[src/rtl/deser_pkg.sv]
// Shared types and constants for the single-wire timestamp link receiver.
package deser_pkg;

  typedef enum logic [2:0] {
    ST_DISARMED,
    ST_IDLE,
    ST_DATA,
    ST_SYNC_LO,
    ST_SYNC_HI
  } state_e;

  localparam logic SYNC_LO_BIT = 1'b0;
  localparam logic SYNC_HI_BIT = 1'b1;
  localparam int   FRAME_BITS  = 40;
  localparam int   ERR_CNT_W   = 8;

endpackage

[src/rtl/bit_sync2.sv]
// Two-flop synchroniser for a single asynchronous bit, both flops reset to 0.
module bit_sync2 (
  input  logic clk,
  input  logic rst_n,
  input  logic d,
  output logic q
);

  logic meta;

  always_ff @(posedge clk or negedge rst_n) begin
    if (!rst_n) begin
      meta <= 1'b0;
      q    <= 1'b0;
    end else begin
      meta <= d;
      q    <= meta;
    end
  end

endmodule

[src/rtl/deserializer_from_scope.sv]
// Single-wire timestamp link receiver: recovers LSB-first frames framed by 0/1 sync pairs.
// Define DESER_INSYNC_EN to put a 2-FF synchroniser in front of the FSM (+2 cycles latency).
module deserializer_from_scope
  import deser_pkg::*;
#(
  parameter int NBYTES   = 4,
  parameter int IDLE_MIN = 1
) (
  input  logic                  clk,
  input  logic                  rst_n,
  input  logic                  data_in,
  output logic [8*NBYTES-1:0]   frame,
  output logic                  frame_valid,
  output logic                  frame_err,
  output logic                  busy,
  output logic [ERR_CNT_W-1:0]  err_cnt
);

  localparam int FW     = 8 * NBYTES;
  localparam int BYTE_W = (NBYTES > 1) ? $clog2(NBYTES) : 1;
  localparam int RUN_W  = $clog2(IDLE_MIN + 1);

  function automatic logic [ERR_CNT_W-1:0] sat_inc(input logic [ERR_CNT_W-1:0] v);
    return (&v) ? v : v + 1'b1;
  endfunction

  logic line;

`ifdef DESER_INSYNC_EN
  bit_sync2 u_insync (
    .clk   (clk),
    .rst_n (rst_n),
    .d     (data_in),
    .q     (line)
  );
`else
  assign line = data_in;
`endif

  state_e            state;
  logic [2:0]        bit_cnt;
  logic [BYTE_W-1:0] byte_cnt;
  logic [RUN_W-1:0]  run_cnt;
  logic [FW-1:0]     frame_sr;
  logic              load_p1;
  logic              sync_bad;

  always_comb begin
    sync_bad = ((state == ST_SYNC_LO) && (line != SYNC_LO_BIT)) ||
               ((state == ST_SYNC_HI) && (line != SYNC_HI_BIT));
  end

  // Stage p0: LSB-first shift; after FW data samples bit 0 sits at frame_sr[0]
  always_ff @(posedge clk) begin
    if (state == ST_DATA) frame_sr <= {line, frame_sr[FW-1:1]};
  end

  always_ff @(posedge clk or negedge rst_n) begin
    if (!rst_n) begin
      state       <= ST_DISARMED;
      bit_cnt     <= '0;
      byte_cnt    <= '0;
      run_cnt     <= '0;
      load_p1     <= 1'b0;
      frame       <= '0;
      frame_valid <= 1'b0;
      frame_err   <= 1'b0;
      busy        <= 1'b0;
      err_cnt     <= '0;
    end else begin
      frame_valid <= 1'b0;
      frame_err   <= 1'b0;
      load_p1     <= 1'b0;

      // Stage p1: publish the completed shift register one cycle after its last bit
      if (load_p1) begin
        frame       <= frame_sr;
        frame_valid <= 1'b1;
      end

      if (sync_bad) begin
        frame_err <= 1'b1;
        err_cnt   <= sat_inc(err_cnt);
        run_cnt   <= '0;
        busy      <= 1'b0;
        state     <= ST_DISARMED;
      end else begin
        case (state)
          ST_DISARMED: begin
            if (line) begin
              run_cnt <= '0;
            end else if (run_cnt >= RUN_W'(IDLE_MIN - 1)) begin
              run_cnt <= '0;
              state   <= ST_IDLE;
            end else begin
              run_cnt <= run_cnt + 1'b1;
            end
          end
          ST_IDLE: begin
            // The first byte's sync '0' is indistinguishable from idle, so only its '1' is seen
            if (line == SYNC_HI_BIT) begin
              bit_cnt  <= '0;
              byte_cnt <= '0;
              busy     <= 1'b1;
              state    <= ST_DATA;
            end
          end
          ST_DATA: begin
            bit_cnt <= bit_cnt + 1'b1;
            if (bit_cnt == 3'd7) begin
              if (byte_cnt == BYTE_W'(NBYTES - 1)) begin
                load_p1 <= 1'b1;
                run_cnt <= '0;
                busy    <= 1'b0;
                state   <= ST_DISARMED;
              end else begin
                byte_cnt <= byte_cnt + 1'b1;
                state    <= ST_SYNC_LO;
              end
            end
          end
          ST_SYNC_LO: state <= ST_SYNC_HI;
          ST_SYNC_HI: begin
            bit_cnt <= '0;
            state   <= ST_DATA;
          end
          default: begin
            busy  <= 1'b0;
            state <= ST_DISARMED;
          end
        endcase
      end
    end
  end

endmodule

[config.mk]
export PLATFORM = sky130hd
export DESIGN_NAME = deserializer_from_scope
export DESIGN_NICKNAME = d
export VERILOG_FILES = /design/src/rtl/deser_pkg.sv /design/src/rtl/bit_sync2.sv /design/src/rtl/deserializer_from_scope.sv
export SDC_FILE = /design/constraint.sdc
export NUM_CORES = 1
export LEC_CHECK = 0
export ABC_AREA = 0
export BUFFER_PORTS_ARGS = -buffer_cell sky130_fd_sc_hd__clkbuf_2
export CAP_MARGIN = 25
export CELL_PAD_IN_SITES_DETAIL_PLACEMENT = 2
export CELL_PAD_IN_SITES_GLOBAL_PLACEMENT = 2
export CORE_ASPECT_RATIO = 0.6
export CORE_MARGIN = 3
export CORE_UTILIZATION = 36
export CTS_CLUSTER_DIAMETER = 200
export DETAILED_ROUTE_END_ITERATION = 10
export PLACE_DENSITY_LB_ADDON = 0.25
export SLEW_MARGIN = 20
export SYNTH_ARGS = -nofsm -noshare
export SYNTH_HDL_FRONTEND = slang
export SYNTH_SLANG_ARGS = --single-unit
[constraint.sdc]
create_clock -name clk -period 2.58 [get_ports clk]
set_input_delay 0.516 -clock clk [delete_from_list [all_inputs] [get_ports clk]]
set_output_delay 0.516 -clock clk [all_outputs]
set_load 0.01 [all_outputs]
==> metrics.md, run 1 <==
| Metric | Value |
|---|---|
| Status | `completed` |
| Final Critical Period | `1800 ps` |
| Fin. Hold Viols | `0` |
| Vias | `1,819` |
| Row Count | `25` |
| CTS max path bufs | `2` |
| Distinct cells, synth | `39` |
| HP Class | `input port to asynchronous set/reset pin` |
| Power per Cell Area | `1050 nW/µm²` |
| Worst setup SP type | `flop` |
| Static Leak | `1.74 nW` |
| Ys async rst share | `0.619` |
| Buffers on Ports | `45` |
| Worst slew margin | `0.542` |
| First-pass GRT wire length | `11,600 µm` |
| Initial Util | `0.387` |
| Post-CTS sizing | `0` |
| Unrepaired setup endpoints after global routing | `false` |
| Critical Path Fanout Max | `33` |
| Final GP Congestion | `0.739` |
| Mapped Nets | `204` |
| Total routed wirelength | `6960 µm` |
| Final Cycle Share | `0.698` |
| Least-Margin Pin Slew | `686 ps` |
| Die W | `127 µm` |
| Clock skew | `5.05 ps` |
| Syn Inst Count | `197` |
| Core Area | `8230 µm²` |
| Total gr overflow | `0` |
| Crit path arrival time | `2050 ps` |
| Post-synthesis sequential area ratio | `0.711` |
| Max VDD drop | `0.370 mV` |
| Area Growth Syn to Fin | `20.8%` |
| CTS Sinks | `84` |
| Final Setup Violations | `0` |
| Worst-Skew Late Latency | `330 ps` |
| Antenna Nets Post-Route | `0` |
| Vias in the first global route | `2,018` |
| Main synth FF type | `dfrtp_1` |
| Fmax | `0.556 GHz` |
| Crit path required time | `2830 ps` |
| Count of pins over their slew limit | `0` |
| CTS tree | `yes` |
| Pre-CTS setup slack | `767 ps` |
| Root Driver | `clkbuf_16` |
| Post-CTS setup buffers | `0` |
| Initial DRC count | `83` |
| Post-synth EDFFs | `32` |
| Number of diodes | `0` |
| Drt first pass iters | `4` |
| Die Y | `78.8 µm` |
| Cts hold-fix bufs | `0` |
| Mean Syn Cell Area | `16.2 µm²` |
| NumNets Final | `255` |
| TritonCTS buffer count | `9` |
| Clk slew on worst S/H paths | `60 ps` |
| Wire per inst | `19.3 µm` |
| Detail-routed via count per cell | `5.04` |
| Worst setup EP type | `flop` |
| Yosys warnings | `0` |
| IO Count | `46` |
| TNS Setup | `0 ps` |
| Post-layout worst setup margin | `780 ps` |
| Full die area | `10,000 µm²` |
| DRC Markers | `0` |
| Pin count of the biggest net entering global routing | `34` |
| Yosys reg bits | `84` |
| Share of cells above drive strength 1 | `0.415` |
| Initial antenna violation count | `0` |
| Post-DP HPWL | `4690 µm` |
| Max Cap Violations | `0` |
| Critical Setup Path Class | `flop to flop` |
| GRT Total Usage | `0.150` |
| H-tree levels | `3` |
| Post-Syn Area | `3180 µm²` |
==> Yosys cell counts (all sizes together) (4+ instances only) <==
| master | n | area, µm² |
|---|---|---|
| nor2 | 4 | 15.0 |
| buf | 5 | 37.5 |
| edfxtp | 32 | 961 |
| ha | 4 | 50.1 |
| o22ai | 4 | 31.3 |
| a21oi | 11 | 62.6 |
| nand2 | 8 | 30.0 |
| nand3 | 4 | 20.0 |
| dfrtp | 52 | 1300 |
| xnor2 | 4 | 35.0 |
| mux2 | 34 | 383 |
| o21a | 4 | 30.0 |
==> report_power, final <==
part	internal, W	switching, W
combinational	0.000295	0.000410
sequential	0.00177	0.000264
clock	0.000830	0.000475
total	0.00289	0.00115
==> final timing paths <==
path,slack (ps),to,startpoint,depth (start not counted)
min in group clk,440,frame_sr[16]$_DFFE_PN_,frame_sr[17]$_DFFE_PN_,0
max,780,byte_cnt[1]$_DFFE_PN0P_,state[2]$_DFFE_PN0P_,5
min reg2reg,440,frame_sr[16]$_DFFE_PN_,frame_sr[17]$_DFFE_PN_,0
max in group asynchronous,1750,frame_valid$_DFF_PN0_,rst_n,2
min,220,bit_cnt[0]$_DFFE_PN0P_,rst_n,1
max reg2reg,780,byte_cnt[1]$_DFFE_PN0P_,state[2]$_DFFE_PN0P_,5
==> cells in the final DEF, fill, tap and decap left out, types with 2 or more instances in the layout <==
master / instances
nand3b_1: 2
nor2_1: 3
clkbuf_8: 3
inv_1: 3
nand4_1: 2
edfxtp_1: 32
nand2_1: 8
ha_1: 4
a21oi_2: 2
clkbuf_1: 3
nor3_1: 2
a21oi_1: 9
o22ai_1: 3
clkbuf_16: 9
dfrtp_1: 52
xnor2_1: 4
buf_4: 2
or2b_1: 2
nand3_1: 4
clkbuf_2: 45
mux2_2: 33
o21a_1: 4
==> area by class of cell <==
cell class | count | area, µm²
Clock buffer | 15 | 278
Clock inverter | 1 | 30.0
Fill cell | 781 | 4380
Inverter | 3 | 11.3
Multi-Input combinational cell | 102 | 868
Sequential cell | 84 | 2260
Tap cell | 108 | 135
Timing Repair Buffer | 48 | 260
==> critical path: stages (launching register included) <==
cell	delay [ps]
dfrtp_1	540
or2b_1	380
nor2_4	100
buf_4	380
nand2_1	130
mux2i_1	170
==> sequential cells by signal (all words and copies together) (netlist names) <==
register and flops:
frame_valid 1, byte_cnt 2, state 3, load_p1 1, frame 32, busy 1
frame_err 1, bit_cnt 3, err_cnt 8, frame_sr 32
==> layer usage <==
layer	vias up	routed length, µm	global-route usage
met1	948	3430	0.209
met5	-	0	0
li1	826	-	-
met4	0	62	0.0418
met3	8	242	0.0356
met2	37	3220	0.237
==> cell families (layout without fill, tap and decap cells) <==
| family | count (synthesis) | after routing | synth area share |
|---|---|---|---|
| AOI/OAI and AO/OA | 23 | 23 | 0.0472 |
| xor gates and xnor gates | 5 | 5 | 0.0138 |
| adders and majority gates | 4 | 4 | 0.0157 |
| buffers and inverters | 11 | 67 | 0.0189 |
| DFF | 84 | 84 | 0.711 |
| muxes | 35 | 35 | 0.123 |
| and+or+nand+nor | 35 | 35 | 0.0704 |
==> stage by stage <==
step / std cells / util / power (W) / hold WS (ps) / area, µm²
finish: 361 / 0.467 / 0.00404 / 221 / 3840
global route: 361 / 0.467 / 0.00429 / 261 / 3840
detailed placement: 345 / 0.430 / 0.00276 / 435 / 3540
global placement: 345 / 0.430 / 0.00270 / 425 / 3540
floorplan: 197 / - / 0.00242 / 220 / 3180
CTS: 361 / 0.467 / 0.00411 / 242 / 3840
(Power assumes the default switching activity.)
==> inputs of run 2 (changes only) <==
==> constraint.sdc (replaced) <==
create_clock -name clk -period 1.5 [get_ports clk]
set_input_delay 0.3 -clock clk [delete_from_list [all_inputs] [get_ports clk]]
set_output_delay 0.3 -clock clk [all_outputs]
set_load 0.01 [all_outputs]
==> run 2 against run 1 <==
- die area unchanged
- non-clock buffer count increased by 24
- global-route usage increased by 1.4 points
- fmax increased by 24%
- final cell count increased by 6.6%
- critical endpoint is now byte_cnt[0]$_DFFE_PN0P_
- clock-buffer cell count decreased by 5
- setup slack got worse by 730 ps
- final area increased by 6.3%
- wire length increased by 8.7%
- via count increased by 6.4%
- flip-flop and latch count unchanged
==> metrics.md, run 2 (synthesis results as in run 1) <==
| Metric | Value |
|---|---|
| NumNets Final | `279 (was 255)` |
| Crit path arrival time | `1680 ps (was 2050 ps)` |
| First-pass GRT wire length | `12,300 µm (was 11,600 µm)` |
| Core Area | `8230 µm² (unchanged)` |
| Initial DRC count | `72 (was 83)` |
| Met3 usage | `0.0491 (was 0.0356)` |
| M2 GR Usage | `0.272 (was 0.237)` |
| Vias | `1,935 (was 1,819)` |
| Share of cells above drive strength 1 | `0.502 (was 0.415)` |
| Count of pins over their slew limit | `0 (unchanged)` |
| Worst-Skew Late Latency | `340 ps (was 330 ps)` |
| Final Critical Period | `1450 ps (was 1800 ps)` |
| Fmax | `0.688 GHz (was 0.556 GHz)` |
| Full die area | `10,000 µm² (unchanged)` |
| Static Leak | `1.85 nW (was 1.74 nW)` |
| Die W | `127 µm (unchanged)` |
| Max Cap Violations | `0 (unchanged)` |
| Crit path required time | `1720 ps (was 2830 ps)` |
| Reg power frac | `0.466 (was 0.503)` |
| H-tree levels | `3 (unchanged)` |
| CTS Sinks | `84 (unchanged)` |
| TritonCTS buffer count | `9 (unchanged)` |
| Buffers on Ports | `45 (unchanged)` |
| Row Count | `25 (unchanged)` |
| Share of power burned in the clock network | `0.299 (was 0.323)` |
| Unrepaired setup endpoints after global routing | `true (was false)` |
| IO Count | `46 (unchanged)` |
| Comb pwr share | `0.235 (was 0.174)` |
| Worst slew margin | `0.726 (was 0.542)` |
| Largest registers | `frame x32, frame_sr x32, err_cnt x8 (unchanged)` |
| Number of diodes | `0 (unchanged)` |
| Dpl cell area | `3700 µm² (was 3540 µm²)` |
| Switching Share | `0.298 (was 0.284)` |
| Critical Setup Path Class | `flop to flop (unchanged)` |
| Total power | `0.00733 W (was 0.00404 W)` |
| Critical Path Fanout Max | `3 (was 33)` |
| Max VDD drop | `0.674 mV (was 0.370 mV)` |
| Initial Util | `0.387 (unchanged)` |
| Power Internal | `0.00515 W (was 0.00289 W)` |
| Sw power | `0.00218 W (was 0.00115 W)` |
| Status | `completed (unchanged)` |
| Final GP Congestion | `0.689 (was 0.739)` |
| Drt first pass iters | `4 (unchanged)` |
| Clk slew on worst S/H paths | `60 ps (about the same)` |
| Initial antenna violation count | `0 (unchanged)` |
| Least-Margin Pin Slew | `411 ps (was 686 ps)` |
| Wire per inst | `19.6 µm (was 19.3 µm)` |
| GR met1 Demand/Resource | `0.202 (was 0.209)` |
| Hold Slack | `359 ps (was 221 ps)` |
| Fin. Hold Viols | `0 (unchanged)` |
| Design Area, Final | `4090 µm² (was 3840 µm²)` |
| Detail-routed via count per cell | `5.03 (was 5.04)` |
| GRT Total Usage | `0.164 (was 0.150)` |
| Vias in the first global route | `2,148 (was 2,018)` |
| Worst setup SP type | `flop (unchanged)` |
| Busiest grt layer | `met2 (unchanged)` |
| Worst setup EP type | `flop (unchanged)` |
| Final Cycle Share | `0.969 (was 0.698)` |
| HP Class | `input port to flop (was input port to asynchronous set/reset pin)` |
| Post-layout worst setup margin | `47.0 ps (was 780 ps)` |
| Layout Utilization | `0.497 (was 0.467)` |
| Die Y | `78.8 µm (unchanged)` |
| Total routed wirelength | `7560 µm (was 6960 µm)` |
| Clock skew | `5.97 ps (was 5.05 ps)` |
| Power per Cell Area | `1790 nW/µm² (was 1050 nW/µm²)` |
| Commonest cells after routing, fill and taps aside | `50 x dfrtp_1, 45 x clkbuf_2, 33 x mux2_2, 32 x edfxtp_1, 23 x buf_4 (was 52 x dfrtp_1, 45 x clkbuf_2, 33 x mux2_2, 32 x edfxtp_1)` |
| Total gr overflow | `0 (unchanged)` |
| DRC Markers | `0 (unchanged)` |
| CTS tree | `yes (unchanged)` |
| Most common cell after layout, fill and taps aside | `dfrtp_1 (unchanged)` |
| Pre-CTS setup slack | `-91.1 ps (was 767 ps)` |
| Antenna Nets Post-Route | `0 (unchanged)` |
| Post-DP HPWL | `4960 µm (was 4690 µm)` |
| CTS max path bufs | `2 (unchanged)` |
| Area Growth Syn to Fin | `28.4% (was 20.8%)` |
| Pin count of the biggest net entering global routing | `40 (was 34)` |
| Final Setup Violations | `0 (unchanged)` |
| Root Driver | `clkbuf_16 (unchanged)` |
==> run 2: cell count changes in the layout (fill, tap and decap cells not counted), sizes merged <==
cell	previous run	this run
clkinvlp	0	2
inv	3	4
dlygate4sd3	0	1
clkinv	0	2
buf	3	26
clkbuf	60	55
==> run 2: critical path, cell delays in order, from the launching register on <==
cell	delay, ps
dfrtp_1	370
ha_2	200
ha_4	130
nand3b_1	120
a21oi_2	210
mux2_4	310
==> run 2: layout make-up <==
cell class	instances	area [µm²]
repair buffers	72	468
clock buffers	10	229
flip-flops and latches	84	2260
inverters	3	11.3
clock inverters	6	63.8
multi-input cells	102	916
well taps	108	135
fillers	766	4140
==> run 2: per-layer routing <==
layer | share of wire | routed length [µm]
met2 | 0.50 | 3740
met5 | 0 | 0
met1 | 0.45 | 3400
met3 | 0.037 | 276
met4 | 0.018 | 139
==> run 2: power groups by stage <==
stage / Clock [W] / Combinational, W / Sequential, W
final: 0.00219 / 0.00173 / 0.00342
after CTS: 0.00225 / 0.00161 / 0.00341
after global routing: 0.00236 / 0.00191 / 0.00349
after global placement: 0 / 0.00146 / 0.00339
after detailed placement: 0 / 0.00155 / 0.00343
after floorplan: 0 / 0.000745 / 0.00342
==> run 2: worst paths after layout <==
| kind | from | end | slack (ps) | cells past startpoint |
|---|---|---|---|---|
| worst min-delay path | data_in | busy$_DFFE_PN0P_ | 360 | 3 |
| worst max-delay path | bit_cnt[1]$_DFFE_PN0P_ | byte_cnt[0]$_DFFE_PN0P_ | 50 | 5 |
| max in group asynchronous | rst_n | state[1]$_DFFE_PN0P_ | 490 | 3 |
| min in group asynchronous | rst_n | frame[7]$_DFFE_PN0P_ | 420 | 2 |
| worst max register to register | bit_cnt[1]$_DFFE_PN0P_ | byte_cnt[0]$_DFFE_PN0P_ | 50 | 5 |
| worst min register to register | frame_sr[20]$_DFFE_PN_ | frame_sr[19]$_DFFE_PN_ | 450 | 0 |
==> run 2: per-stage QoR <==
step / instances / setup TNS [ps]
floorplan: 197 / -4640
global placement: 363 / 0
detailed placement: 363 / -315
CTS: 381 / 0
global route: 385 / -23.0
finish: 385 / 0
==> run 2: repair_timing <==
action,4_1_cts,5_1_grt
endpoints found under the setup margin,6,6
hold buffers,1,0
buffers inserted,1,4
pin swaps,1,5
gates resized for setup,3,10
endpoints found under the hold margin,13,0
